## src/rtl/flappy_geom_pkg.sv

```systemverilog
// ---------------------------------------------------------------------------
// flappy_geom_pkg
// Shared screen and sprite geometry for the Flappy pipe stages, plus the
// play-state enum used by every pipe motion block.
// Contents:
//   PIPE_W, PIPE_H   pipe sprite size in pixels
//   GAP_PIPE         vertical gap between upper and lower pipe
//   MAX_Y, SCREEN_W  playfield limits
//   BIRD_X           bird column used for scoring
//   coord_t          10-bit unsigned screen coordinate
//   pipe_state_e     IDLE / RUN / HALT
//   pipe_top()       top edge of an upper pipe from its bottom edge
// ---------------------------------------------------------------------------
package flappy_geom_pkg;

    localparam int unsigned PIPE_W   = 41;
    localparam int unsigned PIPE_H   = 253;
    localparam int unsigned GAP_PIPE = 70;
    localparam int unsigned MAX_Y    = 426;
    localparam int unsigned SCREEN_W = 640;
    localparam int unsigned BIRD_X   = 200;

    typedef logic [9:0] coord_t;

    typedef enum logic [1:0] {
        IDLE = 2'd0,
        RUN  = 2'd1,
        HALT = 2'd2
    } pipe_state_e;

    // The sprite hangs from the bottom edge; when it would poke above the
    // screen the top edge clamps to row 0.
    function automatic coord_t pipe_top(input coord_t bottom);
        coord_t span;
        span = coord_t'(PIPE_H - 1);
        return (bottom >= span) ? coord_t'(bottom - span) : coord_t'(0);
    endfunction

endpackage

```

## src/rtl/pipe_lfsr.sv

```systemverilog
// ---------------------------------------------------------------------------
// pipe_lfsr
// 16-bit Fibonacci LFSR, polynomial x^16+x^14+x^13+x^11+1, free running.
// Each pipe pair instantiates its own copy with a different SEED so the
// heights of the pairs are decorrelated.
// Ports:
//   clk_i        clock
//   rst_i        asynchronous active-high reset, loads SEED
//   rand_byte_o  low byte of the current LFSR state
// ---------------------------------------------------------------------------
module pipe_lfsr #(
    parameter logic [15:0] SEED = 16'hACE1
) (
    input  logic       clk_i,
    input  logic       rst_i,
    output logic [7:0] rand_byte_o
);

    logic [15:0] lfsr_q;
    logic [15:0] lfsr_d;

    // Taps at bits 16,14,13,11 (1-based) map to indices 15,13,12,10.
    always_comb begin
        lfsr_d = {lfsr_q[14:0], lfsr_q[15] ^ lfsr_q[13] ^ lfsr_q[12] ^ lfsr_q[10]};
    end

    always_ff @(posedge clk_i or posedge rst_i) begin
        if (rst_i) begin
            lfsr_q <= SEED;
        end else begin
            lfsr_q <= lfsr_d;
        end
    end

    assign rand_byte_o = lfsr_q[7:0];

endmodule

```

## src/rtl/pipe_one_high_move.sv

```systemverilog
// ---------------------------------------------------------------------------
// pipe_one_high_move
// Motion and height generator for the upper pipe of pipe pair one. Scrolls
// the pipe left by STEP on every game tick, respawns it at the right edge
// with a pseudo-random bottom edge, and pulses scored when the pipe passes
// the bird column. All outputs are registered.
// Ports:
//   system_clk  sole clock
//   reset       asynchronous active-high reset
//   game_tick   one-cycle move strobe
//   start       one-cycle strobe: begin or restart play
//   crash       one-cycle strobe from collision logic: freeze
//   pipe_pic_l  left x        pipe_pic_r  right x
//   pipe_pic_t  top y         pipe_pic_b  bottom y
//   scored      one-cycle pulse when the pipe's right edge passes BIRD_X
//   running     high while in RUN
// ---------------------------------------------------------------------------
module pipe_one_high_move
    import flappy_geom_pkg::*;
#(
    parameter int unsigned SPAWN_X = 640,
    parameter int unsigned STEP    = 2,
    parameter int unsigned MIN_B   = 40,
    parameter int unsigned INIT_B  = 150,
    parameter logic [15:0] SEED    = 16'hACE1
) (
    input  logic       system_clk,
    input  logic       reset,
    input  logic       game_tick,
    input  logic       start,
    input  logic       crash,
    output logic [9:0] pipe_pic_l,
    output logic [9:0] pipe_pic_r,
    output logic [9:0] pipe_pic_t,
    output logic [9:0] pipe_pic_b,
    output logic       scored,
    output logic       running
);

    localparam coord_t SPAWN_C  = coord_t'(SPAWN_X);
    localparam coord_t STEP_C   = coord_t'(STEP);
    localparam coord_t MIN_B_C  = coord_t'(MIN_B);
    localparam coord_t INIT_B_C = coord_t'(INIT_B);
    localparam coord_t WIDTH_C  = coord_t'(PIPE_W - 1);
    localparam coord_t BIRD_C   = coord_t'(BIRD_X);

    logic [7:0]  rand_byte;
    pipe_state_e state_q, state_d;
    coord_t      l_q, l_d;
    coord_t      r_q, r_d;
    coord_t      t_q, t_d;
    coord_t      b_q, b_d;
    logic        scored_q, scored_d;
    logic        running_q, running_d;
    coord_t      new_b;
    coord_t      moved_l;
    coord_t      moved_r;

    pipe_lfsr #(
        .SEED(SEED)
    ) u_lfsr (
        .clk_i      (system_clk),
        .rst_i      (reset),
        .rand_byte_o(rand_byte)
    );

    // Respawn height always lies in MIN_B..MIN_B+255, keeping the lower
    // pipe's top edge on screen.
    assign new_b   = MIN_B_C + {2'b00, rand_byte};
    assign moved_l = l_q - STEP_C;
    assign moved_r = moved_l + WIDTH_C;

    always_comb begin
        state_d  = state_q;
        l_d      = l_q;
        b_d      = b_q;
        scored_d = 1'b0;
        case (state_q)
            IDLE: begin
                if (start) begin
                    state_d = RUN;
                end
            end
            RUN: begin
                // crash takes priority over a tick on the same cycle
                if (crash) begin
                    state_d = HALT;
                end else if (game_tick) begin
                    // l <= STEP also guards the subtraction against wrap
                    if (l_q <= STEP_C) begin
                        l_d = SPAWN_C;
                        b_d = new_b;
                    end else begin
                        l_d = moved_l;
                        if ((r_q >= BIRD_C) && (moved_r < BIRD_C)) begin
                            scored_d = 1'b1;
                        end
                    end
                end
            end
            HALT: begin
                if (start) begin
                    state_d = RUN;
                    l_d     = SPAWN_C;
                    b_d     = new_b;
                end
            end
            default: begin
                state_d = IDLE;
            end
        endcase
        r_d       = l_d + WIDTH_C;
        t_d       = pipe_top(b_d);
        running_d = (state_d == RUN);
    end

    always_ff @(posedge system_clk or posedge reset) begin
        if (reset) begin
            state_q   <= IDLE;
            l_q       <= SPAWN_C;
            r_q       <= SPAWN_C + WIDTH_C;
            t_q       <= pipe_top(INIT_B_C);
            b_q       <= INIT_B_C;
            scored_q  <= 1'b0;
            running_q <= 1'b0;
        end else begin
            state_q   <= state_d;
            l_q       <= l_d;
            r_q       <= r_d;
            t_q       <= t_d;
            b_q       <= b_d;
            scored_q  <= scored_d;
            running_q <= running_d;
        end
    end

    assign pipe_pic_l = l_q;
    assign pipe_pic_r = r_q;
    assign pipe_pic_t = t_q;
    assign pipe_pic_b = b_q;
    assign scored     = scored_q;
    assign running    = running_q;

endmodule

```

## config.mk

```make
export PLATFORM = sky130hd
export DESIGN_NAME = pipe_one_high_move
export DESIGN_NICKNAME = d
export VERILOG_FILES = /design/src/rtl/flappy_geom_pkg.sv /design/src/rtl/pipe_lfsr.sv /design/src/rtl/pipe_one_high_move.sv
export SDC_FILE = /design/constraint.sdc
export NUM_CORES = 1
export LEC_CHECK = 0
export BUFFER_PORTS_ARGS = -buffer_cell sky130_fd_sc_hd__buf_2
export CORE_MARGIN = 3
export CORE_UTILIZATION = 30
export DETAILED_ROUTE_END_ITERATION = 7
export GPL_ROUTABILITY_DRIVEN = 0
export PLACE_DENSITY = 0.53
export SYNTH_ARGS = -nofsm -noshare
export SYNTH_HDL_FRONTEND = slang
export SYNTH_HIERARCHICAL = 1
export SYNTH_SLANG_ARGS = --single-unit
```

## constraint.sdc

```tcl
create_clock -name system_clk -period 3.3 [get_ports system_clk]
set_clock_uncertainty 0.2 [all_clocks]
set_input_delay 0.495 -clock system_clk [delete_from_list [all_inputs] [get_ports system_clk]]
set_output_delay 0.495 -clock system_clk [all_outputs]
set_load 0.005 [all_outputs]
```

==> impl_metrics.csv, run 1 <==
group,metric,value,unit
place,io_buffer_count,46,
sta,timing.slew.headroom,40.7,%
power,power,3.56,mW
synth,seq_area_frac_synth,50.1,%
clocking,numClockSinks,57,
synth,synthSimpleGateAreaFrac,14.3,%
synth,synth_flop_cell,"dfrtp_1",
finish,areaGrowthSynthToFinish,21.5,%
routing,initialDrtViolationCount,62,
finish,fill_cells,946,
finish,multiInputGateArea,0.00127,sq mm
global_routing,antenna_found_initial,0,
synth,synth_fp_nets,284,
synth,synth_area,0.00289,sq mm
synth,yosysWarnings,6,
clocking,numCtsBuffers,9,
worst_setup_path,worstPathRequired,3360,ps
synth,ys_types,57,
worst_setup_path,worstPathArrival,3120,ps
worst_setup_path,reg2regPathDepth,10,
routing,wire_per_inst,14.4,microns
clocking,cts_max_level,3,
die,dieArea,0.0109,sq mm
worst_setup_path,worstReg2RegStart,"pipe_pic_l[7]$_DFF_PP1_",
synth,synth_compound_area_share,17.3,%
synth,synthAdderAreaFrac,4.33,%
routing,viasPerCell,4.70,
routing,ant_nets,0,
worst_setup_path,cp-end-kind,"flop",
sta,layout_min_cycle_time,3070,ps
synth,syn_area_per_cell,10.8,sq um
finish,drive_gt1_share,32.6,%
sta,fin_tns_setup,0,ps
finish,seq_area,0.00145,sq mm
routing,drtPass1Iterations,5,
job,max_cap_viol_count,0,
sta,rsz0062_at_grt,"no",
worst_setup_path,r2r_end,"pipe_pic_t[5]$_DFF_PP0_",
die,core_area,0.00928,sq mm
clocking,clockBufferDepth,2,
global_routing,grtUsageTotal,13.2,%
synth,syn_inst,269,
synth,synthArstFlopShare,100,%
global_routing,grt_max_degree,23,
sta,hold_viol_final,0,
status,status,"finished, final reports clean",
clocking,clk_latency,330,ps
routing,route.vias.total,2150,
synth,synth_top_family_by_area,"compound AO/OA/AOI/OAI gates",
global_routing,grt_pass1_wl,11400,microns
power,power.leakage,1.69,nW
worst_setup_path,slowest_stage,"or4_4",
synth,yosys-mux-area-fraction,0.735,%
sta,maxSlewViolCount,0,
sta,tightest_slew,884,ps
sta,fmax,0.326,GHz
sta,setup_viol,0,
hold_path,hp-class,"primary input to async pin",
synth,ys_ff_latch,57,
worst_setup_path,path_class,"flop to flop",
synth,synth-xor-area-share,6.96,%
clocking,clkSlewWorstSetupHoldPaths,70,ps
die,ioPinCount,47,
worst_setup_path,crit_family,"simple AND/OR/NAND/NOR gates",
clocking,cts_tree,"done",
clocking,post_cts_buffers,0,
routing,drc,0,
finish,antenna_cells,0,
die,die_h,104,microns
global_routing,grt_pass1_vias,2240,
worst_setup_path,crit_buf_inv,1,
power,power_density,1010,mW/mm^2
place,hpwl,5000,microns
finish,layout.nets,338,
worst_setup_path,reg2reg_setup_slack,230,ps
die,dieWidth,104,microns
clocking,clockRootBuffer,"clkbuf_8",
worst_setup_path,start_kind,"flop",
global_routing,gr-total-overflow,0,
die,start_util,31.2,%
worst_setup_path,critPathMaxStageDelay,590,ps
power,ir_drop,0.000361,V
worst_setup_path,cp_max_fo,7,
sta,period_share,92.9,%
die,num_rows,35,
worst_setup_path,path_cells,"or4_4, a2111o_1, a21oi_2, a22oi_1, inv_1, ha_1, o221ai_1, nor3_4, nor2_4, nor3_2",
routing,totalWireLength,6600,microns
synth,synth_edf_count,0,
==> repair_timing <==
item,4_1_cts,5_1_grt
gates resized for setup,0,1
hold buffers,0,0
hold endpoints to repair,0,0
setup endpoints to repair,0,1
==> worst register-to-register path: cells and delay by family (launching register included) <==
kind | cells | cell delay (ps)
DFF | 1 | 420
buffers and inverters | 1 | 120
adders and majority gates | 1 | 210
AOI/OAI and AO/OA | 4 | 920
and+or+nand+nor | 4 | 1150
==> sequential cells by signal, indices dropped and copies added (netlist names), named ones only <==
signal	count
u_lfsr/lfsr_q	16
state_q	2
pipe_pic_t	10
pipe_pic_b	10
scored	1
running	1
pipe_pic_r	7
pipe_pic_l	7
==> metrics by stage <==
step	worst slack, ps	area [sq um]	util (%)	hold slack, ps	cells
3_3_place_gp	156	3280	35.3	135	441
6_report	234	3510	37.9	9.94	457
3_5_place_dp	110	3280	35.3	143	441
4_1_cts	209	3510	37.8	15.5	457
5_1_grt	23.7	3510	37.9	52.1	457
2_1_floorplan	327	2890	-	131	269
==> layout make-up <==
| cell class | count | share of cell area (%) |
|---|---|---|
| clock inverter | 6 | 2.56 |
| inverter | 21 | 2.24 |
| timing repair buffer | 59 | 9.33 |
| clock buffer | 10 | 3.92 |
| tap | 129 | 4.59 |
| sequential | 57 | 41.2 |
| multi-input combinational | 175 | 36.1 |
==> cell families after synthesis <==
kind of cell | Yosys count
AOI/OAI and AO/OA | 63
xor gates and xnor gates | 23
adders and majority gates | 10
buffers and inverters | 37
DFF | 57
muxes | 2
and+or+nand+nor | 77
==> power by group <==
| part | switching (mW) | leakage [nW] | internal, mW | total (mW) |
|---|---|---|---|---|
| Clock | 0.287 | 0.113 | 0.448 | 0.735 |
| Sequential | 0.0976 | 0.723 | 0.838 | 0.936 |
| Combinational | 1.09 | 0.850 | 0.798 | 1.89 |
==> how the worst max path moves through the flow <==
stage / from / slack, ps / endpoint / cells after the start
6_report: pipe_pic_l[7]$_DFF_PP1_ / 230 / pipe_pic_t[5]$_DFF_PP0_ / 10
5_1_grt: pipe_pic_l[8]$_DFF_PP0_ / 20 / pipe_pic_t[5]$_DFF_PP0_ / 10
4_1_cts: pipe_pic_l[8]$_DFF_PP0_ / 210 / pipe_pic_t[5]$_DFF_PP0_ / 10
3_5_place_dp: crash / 110 / pipe_pic_t[5]$_DFF_PP0_ / 11
3_3_place_gp: crash / 160 / pipe_pic_t[7]$_DFF_PP0_ / 9
2_1_floorplan: crash / 330 / pipe_pic_t[5]$_DFF_PP0_ / 10
==> metal layers <==
layer / GRT usage (%) / share of wire (%) / vias up / routed length [microns]
met4: 5.70 / 2.1 / 0 / 138
met2: 20.7 / 47 / 50 / 3080
met1: 17.1 / 47 / 1045 / 3120
met3: 3.54 / 3.9 / 9 / 255
li1: - / - / 1046 / -
met5: 0 / 0 / - / 0
==> cell usage after synthesis (2+ instances only) <==
cell / number / area share (%)
dfrtp_1: 39 / 34
a211oi_2: 2 / 0.86
o21ai_0: 8 / 1.4
o211ai_1: 2 / 0.52
xnor2_1: 15 / 4.5
a21o_1: 3 / 0.78
o2bb2ai_1: 2 / 0.61
a22o_1: 4 / 1.2
a31oi_1: 2 / 0.43
nand2_1: 14 / 1.8
o311ai_0: 2 / 0.61
xor2_1: 8 / 2.4
dfstp_2: 18 / 16
nor2_1: 20 / 2.6
buf_4: 11 / 2.9
ha_1: 10 / 4.3
a221o_1: 2 / 0.69
nor3_1: 6 / 1.0
nor2b_1: 5 / 1.1
inv_1: 21 / 2.7
or3_1: 7 / 1.5
nand3_1: 8 / 1.4
nand2b_1: 5 / 1.1
a21oi_1: 9 / 1.6
a22oi_1: 4 / 1.0
and2_1: 2 / 0.43
clkbuf_1: 4 / 0.52
o21a_1: 4 / 1.0
o22ai_1: 4 / 0.86
==> cell usage in the layout (no fill, tap or decap), types with 2 or more instances in the layout <==
cell / Yosys / routed
clkbuf_8: 0 / 10
a21o_1: 3 / 3
nand2b_1: 5 / 5
o21ai_0: 8 / 8
nor3_1: 6 / 6
a31oi_1: 2 / 2
and2_1: 2 / 2
nand3_1: 8 / 8
buf_4: 11 / 13
dfrtp_1: 39 / 39
xor2_1: 8 / 7
nor2b_1: 5 / 5
o2bb2ai_1: 2 / 2
o22ai_1: 4 / 4
nand2_1: 14 / 14
a211oi_2: 2 / 2
a22oi_1: 4 / 4
o21a_1: 4 / 4
a22o_1: 4 / 4
o311ai_0: 2 / 2
o211ai_1: 2 / 2
inv_1: 21 / 20
ha_1: 10 / 10
a21oi_1: 9 / 9
buf_2: 1 / 46
nor2_1: 20 / 20
or3_1: 7 / 7
bufinv_16: 0 / 2
a221o_1: 2 / 2
dfstp_2: 18 / 18
xnor2_1: 15 / 15
Power figures use the tool's default switching activity.
==> run 2, diff against run 1 <==
--- a/config.mk
+++ b/config.mk
@@ -5,7 +5,7 @@
 export SDC_FILE = /design/constraint.sdc
 export NUM_CORES = 1
 export LEC_CHECK = 0
-export BUFFER_PORTS_ARGS = -buffer_cell sky130_fd_sc_hd__buf_2
+export BUFFER_PORTS_ARGS = -buffer_cell sky130_fd_sc_hd__buf_4
 export CORE_MARGIN = 3
 export CORE_UTILIZATION = 30
 export DETAILED_ROUTE_END_ITERATION = 7
==> impl_metrics.csv, run 2 (synthesis gave the netlist of run 1 again) <==
group,metric,value,unit
status,status,"finished, final reports clean",
sta,setup_viol,0,
finish,antenna_cells,0,
place,hpwl,4920,microns
routing,drtPass1Iterations,4,
job,max_cap_viol_count,0,
die,core_area,0.00928,sq mm
clocking,cts_hold_buf,0,
global_routing,gr-total-overflow,0,
finish,final_cells,456,
sta,fmax,0.322,GHz
place,io_buffer_count,46,
routing,viasPerCell,4.73,
finish,fin_util,38.5,%
sta,rsz0062_at_grt,"no",
clocking,cts_max_level,3,
die,start_util,31.2,%
finish,final_area,0.00358,sq mm
sta,maxSlewViolCount,0,
sta,period_share,94.2,%
routing,drc,0,
global_routing,grt_pass1_vias,2208,
finish,layout.nets,337,
sta,hold_viol_final,0,
sta,tightest_slew,677,ps
worst_setup_path,cp-end-kind,"flop",
clocking,cts_tree,"done",
sta,fin_tns_setup,0,ps
worst_setup_path,worstPathArrival,3170,ps
finish,areaGrowthSynthToFinish,23.7,%
routing,ant_nets,0,
clocking,numCtsBuffers,9,
routing,totalWireLength,6540,microns
worst_setup_path,cp_max_fo,10,
place,placed_area,0.00339,sq mm
sta,timing.slew.headroom,54.8,%
die,ioPinCount,47,
finish,drive_gt1_share,32.4,%
global_routing,antenna_found_initial,0,
routing,wire_per_inst,14.3,microns
sta,setup_ws,192,ps
hold_path,hp-class,"primary input to async pin",
power,power.leakage,1.66,nW
finish,fill_cells,930,
worst_setup_path,path_class,"flop to flop",
routing,route.vias.total,2158,
place,dp_cells,440,
die,dieWidth,104,microns
global_routing,grt_max_degree,42,
clocking,clockRootBuffer,"clkbuf_8",
routing,initialDrtViolationCount,89,
clocking,clockBufferDepth,2,
clocking,clkSlewWorstSetupHoldPaths,70,ps
global_routing,grtUsageTotal,13.0,%
sta,whs,18.1,ps
finish,largest_reg_flops,16,
power,power_density,960,mW/mm^2
die,dieArea,0.0109,sq mm
place,pre_cts_ws,110,ps
power,ir_drop,0.000381,V
die,num_rows,35,
finish,mostFrequentLayoutCell,"buf_4",
finish,largest-register,"u_lfsr/lfsr_q",
finish,final_cell_mix,"58 x buf_4, 39 x dfrtp_1, 21 x inv_1",
global_routing,grt_pass1_wl,11200,microns
worst_setup_path,worstPathRequired,3360,ps
clocking,numClockSinks,57,
power,power,3.44,mW
die,die_h,104,microns
worst_setup_path,start_kind,"flop",
clocking,clk_latency,340,ps
sta,layout_min_cycle_time,3110,ps
run 2: final timing paths:
| path | start | to | slack (ps) | depth (start not counted) |
|---|---|---|---|---|
| max | pipe_pic_l[8]$_DFF_PP0_ | pipe_pic_r[9]$_DFF_PP1_ | 190 | 7 |
| min | reset | u_lfsr/lfsr_q[9]$_DFF_PP0_ | 20 | 2 |
| max reg2reg | pipe_pic_l[8]$_DFF_PP0_ | pipe_pic_r[9]$_DFF_PP1_ | 190 | 7 |
| min reg2reg | u_lfsr/lfsr_q[14]$_DFF_PP0_ | u_lfsr/lfsr_q[15]$_DFF_PP1_ | 160 | 0 |
| max in group asynchronous | reset | pipe_pic_r[9]$_DFF_PP1_ | 2420 | 3 |
| min in group system_clk | u_lfsr/lfsr_q[14]$_DFF_PP0_ | u_lfsr/lfsr_q[15]$_DFF_PP1_ | 160 | 0 |
run 2: worst max-delay path: stages, from the launching register on:
cell and delay, ps:
dfrtp_1 430, or4_4 580, a211oi_2 560, nor2_1 220
a221o_1 400, ha_1 260, o2111ai_1 240, xnor2_1 140
run 2: power breakdown:
part	internal, mW	switching [mW]	total (mW)
clock	0.276	0.303	0.579
combinational	0.830	1.09	1.92
sequential	0.838	0.0964	0.935
total	1.94	1.49	3.44
run 2: cell type report:
type,instances,area (sq um),area share [%]
flip-flops and latches,57,1450,40.5
multi-input cells,175,1280,35.7
repair buffers,58,435,12.2
well taps,129,161,4.51
clock buffers,9,124,3.46
inverters,21,78.8,2.20
clock inverters,7,53.8,1.50
run 2: metal layers:
layer | track usage, % | up-vias | wire length [microns] | part of all wire, %
met1 | 16.4 | 1051 | 3010 | 46
li1 | - | 1044 | - | -
met4 | 4.27 | 0 | 72 | 1.1
met5 | 0 | - | 0 | 0
met2 | 21.1 | 58 | 3090 | 47
met3 | 4.35 | 5 | 372 | 5.7
run 2: timing repair:
| item | CTS | global route |
|---|---|---|
| endpoints found under the setup margin | 0 | 6 |
| resized for setup | 0 | 2 |
| setup buffers | 0 | 0 |
==> run 3, diff against run 2 <==
--- a/config.mk
+++ b/config.mk
@@ -6,6 +6,7 @@
 export NUM_CORES = 1
 export LEC_CHECK = 0
 export BUFFER_PORTS_ARGS = -buffer_cell sky130_fd_sc_hd__buf_4
+export CORE_ASPECT_RATIO = 1.4
 export CORE_MARGIN = 3
 export CORE_UTILIZATION = 30
 export DETAILED_ROUTE_END_ITERATION = 7
==> impl_metrics.csv, run 3 (synthesis gave the netlist of run 1 again) <==
group,metric,value,unit
sta,maxSlewViolCount,0,
sta,timing.slew.headroom,62.5,%
sta,fmax,0.324,GHz
routing,initialDrtViolationCount,89,
clocking,clockRootBuffer,"clkbuf_16",
sta,period_share,93.6,%
hold_path,hp-class,"primary input to async pin",
routing,wire_per_inst,15.5,microns
global_routing,antenna_found_initial,0,
routing,route.vias.total,2184,
place,hpwl,5130,microns
worst_setup_path,path_class,"flop to flop",
sta,layout_min_cycle_time,3090,ps
global_routing,grt_pass1_vias,2197,
global_routing,grt_pass1_wl,11000,microns
worst_setup_path,worstPathRequired,3310,ps
die,core_area,0.00918,sq mm
routing,drc,0,
place,io_buffer_count,46,
finish,final_cell_mix,"64 x buf_4, 39 x dfrtp_1, 21 x inv_1",
global_routing,grtUsageTotal,13.3,%
global_routing,gr-total-overflow,0,
power,ir_drop,0.000331,V
global_routing,grt_max_degree,42,
clocking,numClockSinks,57,
finish,multiInputGateArea,0.00127,sq mm
sta,setup_viol,0,
clocking,numCtsBuffers,9,
sta,hold_viol_final,0,
finish,seq_area,0.00145,sq mm
sta,tightest_slew,562,ps
sta,fin_tns_setup,0,ps
finish,areaGrowthSynthToFinish,28.4,%
job,max_cap_viol_count,0,
routing,ant_nets,0,
clocking,cts_hold_buf,0,
die,dieWidth,89.0,microns
worst_setup_path,cp_max_fo,6,
worst_setup_path,start_kind,"flop",
die,num_rows,41,
clocking,clkSlewWorstSetupHoldPaths,50,ps
clocking,cts_tree,"done",
routing,viasPerCell,4.96,
die,die_h,122,microns
finish,largest_reg_flops,16,
clocking,clockBufferDepth,2,
finish,mostFrequentLayoutCell,"buf_4",
die,dieArea,0.0109,sq mm
routing,drtPass1Iterations,4,
status,status,"finished, final reports clean",
routing,totalWireLength,6800,microns
clocking,cts_max_level,3,
die,ioPinCount,47,
finish,drive_gt1_share,33.0,%
finish,antenna_cells,0,
power,power.leakage,1.76,nW
sta,whs,41.6,ps
die,start_util,31.5,%
worst_setup_path,worstPathArrival,3100,ps
finish,largest-register,"u_lfsr/lfsr_q",
finish,layout.nets,343,
finish,fill_cells,915,
power,power_density,1030,mW/mm^2
worst_setup_path,cp-end-kind,"flop",
clocking,clk_latency,320,ps
==> run 3: cell count changes in the layout (fill, tap and decap cells not counted), moves of 2 or more <==
cell        delta
clkbuf_1       +2
clkbuf_16      +9
buf_4          +6
clkbuf_8       -7
inv_6          -2
clkinvlp_4     -3
==> run 3: layout make-up <==
| cell class | count | area share, % |
|---|---|---|
| Sequential cell | 57 | 39.0 |
| Inverter | 21 | 2.12 |
| Multi-Input combinational cell | 175 | 34.3 |
| Clock inverter | 3 | 1.08 |
| Timing Repair Buffer | 64 | 12.9 |
| Clock buffer | 13 | 7.01 |
| Tap cell | 107 | 3.60 |
==> run 3: power by group <==
part / switching [mW] / total [mW] / internal [mW]
Combinational: 1.10 / 1.97 / 0.866
Clock: 0.288 / 0.909 / 0.621
Sequential: 0.0985 / 0.939 / 0.841
Total: 1.49 / 3.81 / 2.33
==> run 3: layer usage <==
layer / wire, microns / part of all wire (%) / GRT usage, %
met1: 2960 / 44 / 16.0
met2: 3350 / 49 / 22.0
met3: 345 / 5.1 / 4.40
met4: 139 / 2.0 / 5.03
met5: 0 / 0 / 0
==> run 3: timing repair <==
item	in CTS	in global routing
resized for setup	0	2
endpoints found under the setup margin	0	7
buffers inserted	0	1
==> run 3: worst max-delay path, cell delays in order, from the launching register on <==
cell,delay [ps]
dfrtp_1,420
or4b_1,590
a2111oi_4,450
o21bai_4,120
a22oi_1,280
inv_1,100
ha_1,220
o221ai_1,170
nor3_4,100
buf_4,160
o21a_1,180
==> run 3: final timing paths <==
check | slack (ps) | cells after the start | startpoint | endpoint
setup / recovery | 210 | 10 | pipe_pic_l[4]$_DFF_PP0_ | pipe_pic_t[1]$_DFF_PP0_
hold / removal | 40 | 2 | reset | u_lfsr/lfsr_q[9]$_DFF_PP0_
setup reg to reg | 210 | 10 | pipe_pic_l[4]$_DFF_PP0_ | pipe_pic_t[1]$_DFF_PP0_
hold reg to reg | 150 | 0 | u_lfsr/lfsr_q[9]$_DFF_PP0_ | u_lfsr/lfsr_q[10]$_DFF_PP1_
max in group asynchronous | 2390 | 3 | reset | pipe_pic_l[7]$_DFF_PP1_
min in group system_clk | 150 | 0 | u_lfsr/lfsr_q[9]$_DFF_PP0_ | u_lfsr/lfsr_q[10]$_DFF_PP1_
==> run 3: metrics by stage <==
step	setup slack [ps]	power, mW	cells	cell area [sq um]	util (%)
2_1_floorplan	327	2.30	269	2890	-
3_3_place_gp	160	2.89	423	3400	37.0
3_5_place_dp	118	2.91	423	3400	37.0
4_1_cts	165	3.85	439	3700	40.3
5_1_grt	-10.2	4.12	440	3710	40.5
6_report	211	3.81	440	3710	40.5
